==> config.mk <==
export PLATFORM = sky130hd
export DESIGN_NAME = v_mem_xfer_arbiter
export DESIGN_NICKNAME = d
export VERILOG_FILES = /design/src/rtl/v_mem_arb_pkg.sv /design/src/rtl/rr_arbiter.sv /design/src/rtl/v_mem_xfer_arbiter.sv
export SDC_FILE = /design/constraint.sdc
export NUM_CORES = 1
export LEC_CHECK = 0
export ABC_AREA = 1
export CAP_MARGIN = 0
export CORE_ASPECT_RATIO = 1.25
export CORE_MARGIN = 2
export CORE_UTILIZATION = 35
export CTS_CLUSTER_DIAMETER = 30
export DETAILED_ROUTE_END_ITERATION = 12
export PLACE_DENSITY_LB_ADDON = 0.15
export SLEW_MARGIN = 10
export SYNTH_ARGS = -nofsm -noshare
export SYNTH_HDL_FRONTEND = slang
export SYNTH_SLANG_ARGS = --single-unit
==> constraint.sdc <==
create_clock -name clk -period 5.4 [get_ports clk]
set_input_delay 1.08 -clock clk [delete_from_list [all_inputs] [get_ports clk]]
set_output_delay 1.08 -clock clk [all_outputs]
set_load 0.03 [all_outputs]
==> src/rtl/v_mem_arb_pkg.sv <==
// Shared types and helpers for the vector memory transfer arbiter.
package v_mem_arb_pkg;

  typedef enum logic [1:0] {
    StIdle,
    StStart,
    StWait,
    StDone
  } state_e;

  localparam int unsigned BYTES_PER_BEAT = 4;

  // Ceil division; one extra bit keeps sizes near 2^32 from overflowing.
  function automatic logic [32:0] beats_for_size(input logic [31:0] size);
    logic [32:0] sum;
    sum = {1'b0, size} + 33'(BYTES_PER_BEAT - 1);
    return sum >> $clog2(BYTES_PER_BEAT);
  endfunction

endpackage

==> src/rtl/rr_arbiter.sv <==
// Combinational round-robin picker: first set request after last_gnt_i, wrapping.
module rr_arbiter #(
  parameter int unsigned NUM_REQ = 4,
  localparam int unsigned IdxW = (NUM_REQ > 1) ? $clog2(NUM_REQ) : 1
) (
  input  logic [NUM_REQ-1:0] req_i,
  input  logic [IdxW-1:0]    last_gnt_i,
  output logic [NUM_REQ-1:0] gnt_o,
  output logic [IdxW-1:0]    idx_o,
  output logic               any_o
);

  always_comb begin
    int unsigned j;
    gnt_o = '0;
    idx_o = '0;
    any_o = 1'b0;
    j     = 0;
    for (int unsigned i = 1; i <= NUM_REQ; i++) begin
      j = (32'(last_gnt_i) + i) % NUM_REQ;
      if (!any_o && req_i[IdxW'(j)]) begin
        any_o              = 1'b1;
        gnt_o[IdxW'(j)]    = 1'b1;
        idx_o              = IdxW'(j);
      end
    end
  end

endmodule

==> src/rtl/v_mem_xfer_arbiter.sv <==
// Round-robin arbiter sharing one vector DDR transfer controller between requesters,
// sequencing one transfer at a time and flagging beat-count mismatches and timeouts.
module v_mem_xfer_arbiter
  import v_mem_arb_pkg::*;
#(
  parameter int unsigned NUM_REQ     = 4,
  parameter int unsigned ADDR_W      = 32,
  parameter int unsigned SIZE_W      = 32,
  parameter int unsigned TIMEOUT_CYC = 4096
) (
  input  logic                      clk,
  input  logic                      rstn,
  input  logic [NUM_REQ-1:0]        req_i,
  input  logic [NUM_REQ-1:0]        req_we_i,
  input  logic [NUM_REQ*ADDR_W-1:0] req_addr_i,
  input  logic [NUM_REQ*SIZE_W-1:0] req_size_i,
  output logic [NUM_REQ-1:0]        gnt_o,
  output logic [NUM_REQ-1:0]        done_o,
  output logic                      err_o,
  input  logic                      err_clr_i,
  output logic                      busy_o,
  output logic [ADDR_W-1:0]         ctrl_raddr_offset_o,
  output logic [SIZE_W-1:0]         ctrl_rxfer_size_o,
  output logic                      ctrl_rstart_o,
  input  logic                      ctrl_rdone_i,
  output logic [ADDR_W-1:0]         ctrl_waddr_offset_o,
  output logic [SIZE_W-1:0]         ctrl_wxfer_size_o,
  output logic                      ctrl_wstart_o,
  input  logic                      ctrl_wdone_i,
  input  logic                      rd_tvalid_i,
  input  logic                      rd_tready_i,
  input  logic                      wr_tvalid_i,
  input  logic                      wr_tready_i
);

  localparam int unsigned IdxW  = (NUM_REQ > 1) ? $clog2(NUM_REQ) : 1;
  localparam int unsigned BeatW = SIZE_W - 1;
  localparam int unsigned TmoW  = $clog2(TIMEOUT_CYC);
  localparam logic [TmoW-1:0] TmoLast = TmoW'(TIMEOUT_CYC - 1);

  state_e              state_q, state_d;
  logic [IdxW-1:0]     idx_q, idx_d;
  logic [NUM_REQ-1:0]  gnt_q, gnt_d;
  logic                we_q, we_d;
  logic [ADDR_W-1:0]   addr_q, addr_d;
  logic [SIZE_W-1:0]   size_q, size_d;
  logic [IdxW-1:0]     last_gnt_q, last_gnt_d;
  logic [BeatW-1:0]    beat_q, beat_d;
  logic [TmoW-1:0]     tmo_q, tmo_d;
  logic                tmo_hit_q, tmo_hit_d;
  logic                err_q, err_d;

  logic [NUM_REQ-1:0]  arb_gnt;
  logic [IdxW-1:0]     arb_idx;
  logic                arb_any;
  logic [ADDR_W-1:0]   arb_addr;
  logic [SIZE_W-1:0]   arb_size;
  logic                sel_done, sel_beat, xfer_err, active;

  rr_arbiter #(
    .NUM_REQ(NUM_REQ)
  ) u_rr (
    .req_i     (req_i),
    .last_gnt_i(last_gnt_q),
    .gnt_o     (arb_gnt),
    .idx_o     (arb_idx),
    .any_o     (arb_any)
  );

  assign arb_addr = req_addr_i[32'(arb_idx) * ADDR_W +: ADDR_W];
  assign arb_size = req_size_i[32'(arb_idx) * SIZE_W +: SIZE_W];
  assign sel_done = we_q ? ctrl_wdone_i : ctrl_rdone_i;
  assign sel_beat = we_q ? (wr_tvalid_i && wr_tready_i) : (rd_tvalid_i && rd_tready_i);

  // The zero-size path never enters WAIT, so it cannot mismatch.
  assign xfer_err = tmo_hit_q ||
                    ((size_q != '0) && (33'(beat_q) != beats_for_size(32'(size_q))));

  always_ff @(posedge clk or posedge rstn) begin
    if (rstn) begin
      state_q    <= StIdle;
      idx_q      <= '0;
      gnt_q      <= '0;
      we_q       <= 1'b0;
      addr_q     <= '0;
      size_q     <= '0;
      last_gnt_q <= IdxW'(NUM_REQ - 1);
      beat_q     <= '0;
      tmo_q      <= '0;
      tmo_hit_q  <= 1'b0;
      err_q      <= 1'b0;
    end else begin
      state_q    <= state_d;
      idx_q      <= idx_d;
      gnt_q      <= gnt_d;
      we_q       <= we_d;
      addr_q     <= addr_d;
      size_q     <= size_d;
      last_gnt_q <= last_gnt_d;
      beat_q     <= beat_d;
      tmo_q      <= tmo_d;
      tmo_hit_q  <= tmo_hit_d;
      err_q      <= err_d;
    end
  end

  always_comb begin
    state_d = state_q;
    case (state_q)
      StIdle:  if (arb_any) state_d = (arb_size == '0) ? StDone : StStart;
      StStart: state_d = StWait;
      StWait:  if (sel_done || (tmo_q == TmoLast)) state_d = StDone;
      StDone:  state_d = StIdle;
      default: state_d = StIdle;
    endcase
  end

  always_comb begin
    idx_d      = idx_q;
    gnt_d      = gnt_q;
    we_d       = we_q;
    addr_d     = addr_q;
    size_d     = size_q;
    last_gnt_d = last_gnt_q;
    beat_d     = beat_q;
    tmo_d      = tmo_q;
    tmo_hit_d  = tmo_hit_q;
    case (state_q)
      StIdle: begin
        if (arb_any) begin
          idx_d     = arb_idx;
          gnt_d     = arb_gnt;
          we_d      = req_we_i[arb_idx];
          addr_d    = arb_addr;
          size_d    = arb_size;
          tmo_hit_d = 1'b0;
        end
      end
      StStart: begin
        beat_d    = '0;
        tmo_d     = '0;
        tmo_hit_d = 1'b0;
      end
      StWait: begin
        if (sel_beat && (beat_q != '1)) beat_d = beat_q + BeatW'(1);
        tmo_d = tmo_q + TmoW'(1);
        if (!sel_done && (tmo_q == TmoLast)) tmo_hit_d = 1'b1;
      end
      StDone:  last_gnt_d = idx_q;
      default: ;
    endcase
  end

  // A set in the DONE cycle overrides a coincident clear.
  always_comb begin
    err_d = err_q;
    if (err_clr_i) err_d = 1'b0;
    if ((state_q == StDone) && xfer_err) err_d = 1'b1;
  end

  always_comb begin
    active              = (state_q != StIdle);
    busy_o              = active;
    err_o               = err_q;
    gnt_o               = active ? gnt_q : '0;
    done_o              = (state_q == StDone) ? gnt_q : '0;
    ctrl_raddr_offset_o = (active && !we_q) ? addr_q : '0;
    ctrl_rxfer_size_o   = (active && !we_q) ? size_q : '0;
    ctrl_waddr_offset_o = (active && we_q) ? addr_q : '0;
    ctrl_wxfer_size_o   = (active && we_q) ? size_q : '0;
    ctrl_rstart_o       = (state_q == StStart) && !we_q;
    ctrl_wstart_o       = (state_q == StStart) && we_q;
  end

endmodule

==> impl_metrics.csv <==
group,metric,value,unit
status,status,"finished clean",
floorplan,die-area,29400,µm²
place,dp_cells,2228,
grt,grt_usage,0.282,
worst_hold_path,worstHoldStart,"beat_q[28]$_DFFE_PP0P_",
routing,wl,42200,µm
routing,drtPass1Iterations,5,
timing,fmax,213,MHz
timing,tightest_slew,1.03,ns
routing,vias,11600,
clock_tree,cts_root_buf,"clkbuf_16",
clock_tree,clk_pin_slew,0.06,ns
yosys,async_flop_share,1.00,
yosys,synth_top_area_cell,"dfrtp_1",
floorplan,die_h,191,µm
grt,grt_overflow_total,0,
critical_path,startpoint,"state_q[1]$_DFFE_PP0P_",
clock_tree,cts_max_path_buffers,2,
clock_tree,clkSinkCount,120,
final_layout,layout_commonest_cell,"clkdlybuf4s50_1",
yosys,ys_ff_latch,120,
final_layout,most-common-layout-cells,"clkdlybuf4s50_1, nand2_1, nor2_1",
flow_run,drv_cap,0,
yosys,synth_area,9820,µm²
clock_tree,cts_tree,"built",
final_layout,diodes,0,
timing,slew_viol_final,0,
routing,drt_iter0_drc,723,
timing,whs,0.467,ns
final_layout,fillers,2725,
place,place_congestion,0.923,
routing,ant_nets,0,
clock_tree,clock_latency,0.43,ns
floorplan,rows,68,
place,place_area,14100,µm²
floorplan,start_util,0.355,
final_layout,fin_nets,2184,
critical_path,arrival,3.61,ns
clock_tree,htreeDepth,4,
place,port_buffers,412,
clock_tree,cts_hold_buf,0,
yosys,ys_warn_count,0,
worst_hold_path,min_path_cells,1,
critical_path,path_class,"reg2out",
yosys,synth_flop_cell,"dfrtp_1",
power,ir_worst_vdd,0.618,mV
grt,grt_pass1_wl,64600,µm
routing,viasPerCell,5.15,
final_layout,area_delta_synth_final,50.1,%
place,dp_hpwl,33800,µm
clock_tree,postCtsSetupBuffers,0,
timing,setup_tns,0,ns
yosys,synth_edf_count,0,
timing,hold_viol_final,0,
timing,post-route-period-util,0.869,
timing,fin_skew,0.0161,ns
yosys,syn_inst,1535,
clock_tree,numCtsBuffers,17,
critical_path,crit_path_max_fanout,43,
critical_path,r2r_end,"addr_q[5]$_DFFE_PP0P_",
yosys,yosys-top-cells-area,"dfrtp_1, nand2_1, nor2_1",
grt,grt_pass1_vias,11600,
power,total_power,10.7,mW
floorplan,design.portCount,413,
critical_path,reg2reg_depth,14,
yosys,seq_area_frac_synth,0.306,
yosys,syn_avg_cell_area,6.40,µm²
final_layout,drive_above_1_share,0.0403,
floorplan,coreArea,27700,µm²
timing,setup_viol,0,
critical_path,regToRegStartpoint,"last_gnt_q[1]$_DFFE_PP1P_",
final_layout,instances_no_fill,2260,
routing,post_drt_wl_per_cell,18.7,µm
clock_tree,cts_resized,0,
timing,period_needed,4.69,ns
yosys,yosysTopAreaCellShare,0.301,
critical_path,start_kind,"register",
timing,rsz0062_at_grt,"false",
critical_path,reg2reg_slack,1.42,ns
yosys,syn_nets,1822,
grt,grt_antenna_before_repair,0,
routing,drcViolationCount,0,
floorplan,die_w,154,µm
critical_path,crit_required,4.32,ns
worst_hold_path,hold_path_class,"reg2reg",
power,pwr_density_cell,725,nW/µm²
yosys,synth_cell_types,52,
grt,grt_max_degree,69,
power,p_leak,6.47,nW
critical_path,end_kind,"primary output",
worst_hold_path,whs_endpoint,"beat_q[28]$_DFFE_PP0P_",
final_layout,final_cell_area,14700,µm²
timing,slew_headroom,0.310,
==> worst max-delay path by stage <==
stage | endpoint | slack (ns) | cells after the start
finish | ctrl_rxfer_size_o[28] | 0.71 | 7
floorplan | addr_q[0]$_DFFE_PP0P_ | 1.14 | 1
global route | ctrl_rxfer_size_o[18] | 0.52 | 7
CTS | ctrl_rxfer_size_o[28] | 0.74 | 7
global placement | addr_q[13]$_DFFE_PP0P_ | 1.13 | 13
detailed placement | state_q[1]$_DFFE_PP0P_ | 1.11 | 18
==> cell usage after synthesis, types with 11 or more instances <==
cell type,number
nand2_1,348
nor2_1,286
inv_1,155
dfrtp_1,118
nand3_1,107
o21ai_0,106
clkbuf_1,52
nand4_1,45
xor2_1,39
a21oi_1,34
nor3_1,32
o221ai_1,19
buf_2,17
mux2i_1,15
o21ai_1,15
ha_1,14
nor4_1,13
o21a_1,13
a31oi_1,12
o21bai_1,11
==> per-stage QoR <==
step	util	worst slack, ns
3_5_place_dp	0.511	1.11
4_1_cts	0.533	0.741
6_report	0.533	0.707
5_1_grt	0.533	0.520
2_1_floorplan	-	1.14
3_3_place_gp	0.511	1.13
==> flip-flops by register name, summed over array words and instances, names as in the netlist, 2 cells and up <==
signal      count
addr_q         32
beat_q         31
state_q         2
size_q         32
idx_q           2
last_gnt_q      2
tmo_q          12
gnt_q           4
==> critical path, cell delays in order, from the launching register on <==
cell and delay, ns:
dfrtp_1 0.42, inv_1 0.10, ha_1 0.46, inv_1 0.28
nand2_2 0.76, buf_4 0.43, nor2_1 0.07, clkdlybuf4s50_1 0.62
==> routing by layer <==
metal  share of wire  vias to the layer above  global-route usage
li1                -                     5742                   -
met2            0.51                      430               0.505
met3           0.055                       87              0.0487
met4           0.037                        0               0.115
met5               0                        -                   0
met1            0.40                     5377               0.334
==> report_power, final <==
group	internal, mW	switching, mW	leakage, nW
logic	2.56	5.37	4.64
clock network	0.740	0.472	0.303
registers	1.23	0.331	1.53
total	4.53	6.17	6.47
==> cell type report <==
cell class / count / area (µm²) / share of cell area
repair buffers: 427 / 4240 / 0.287
flip-flops and latches: 120 / 3010 / 0.204
inverters: 160 / 608 / 0.0412
clock inverters: 14 / 185 / 0.0126
well taps: 350 / 438 / 0.0297
clock buffers: 18 / 429 / 0.0291
multi-input cells: 1171 / 5840 / 0.396
==> kinds of logic (layout without fill, tap and decap cells) <==
| logic type | after synthesis | in the layout | share of synthesized area |
|---|---|---|---|
| adders and majority gates | 14 | 14 | 0.0178 |
| DFF | 120 | 120 | 0.306 |
| and+or+nand+nor | 858 | 858 | 0.374 |
| xor gates and xnor gates | 50 | 50 | 0.0460 |
| buffers and inverters | 244 | 619 | 0.101 |
| muxes | 15 | 15 | 0.0153 |
| AOI/OAI and AO/OA | 234 | 234 | 0.141 |
Note: power is estimated with default switching activity, not from simulation.
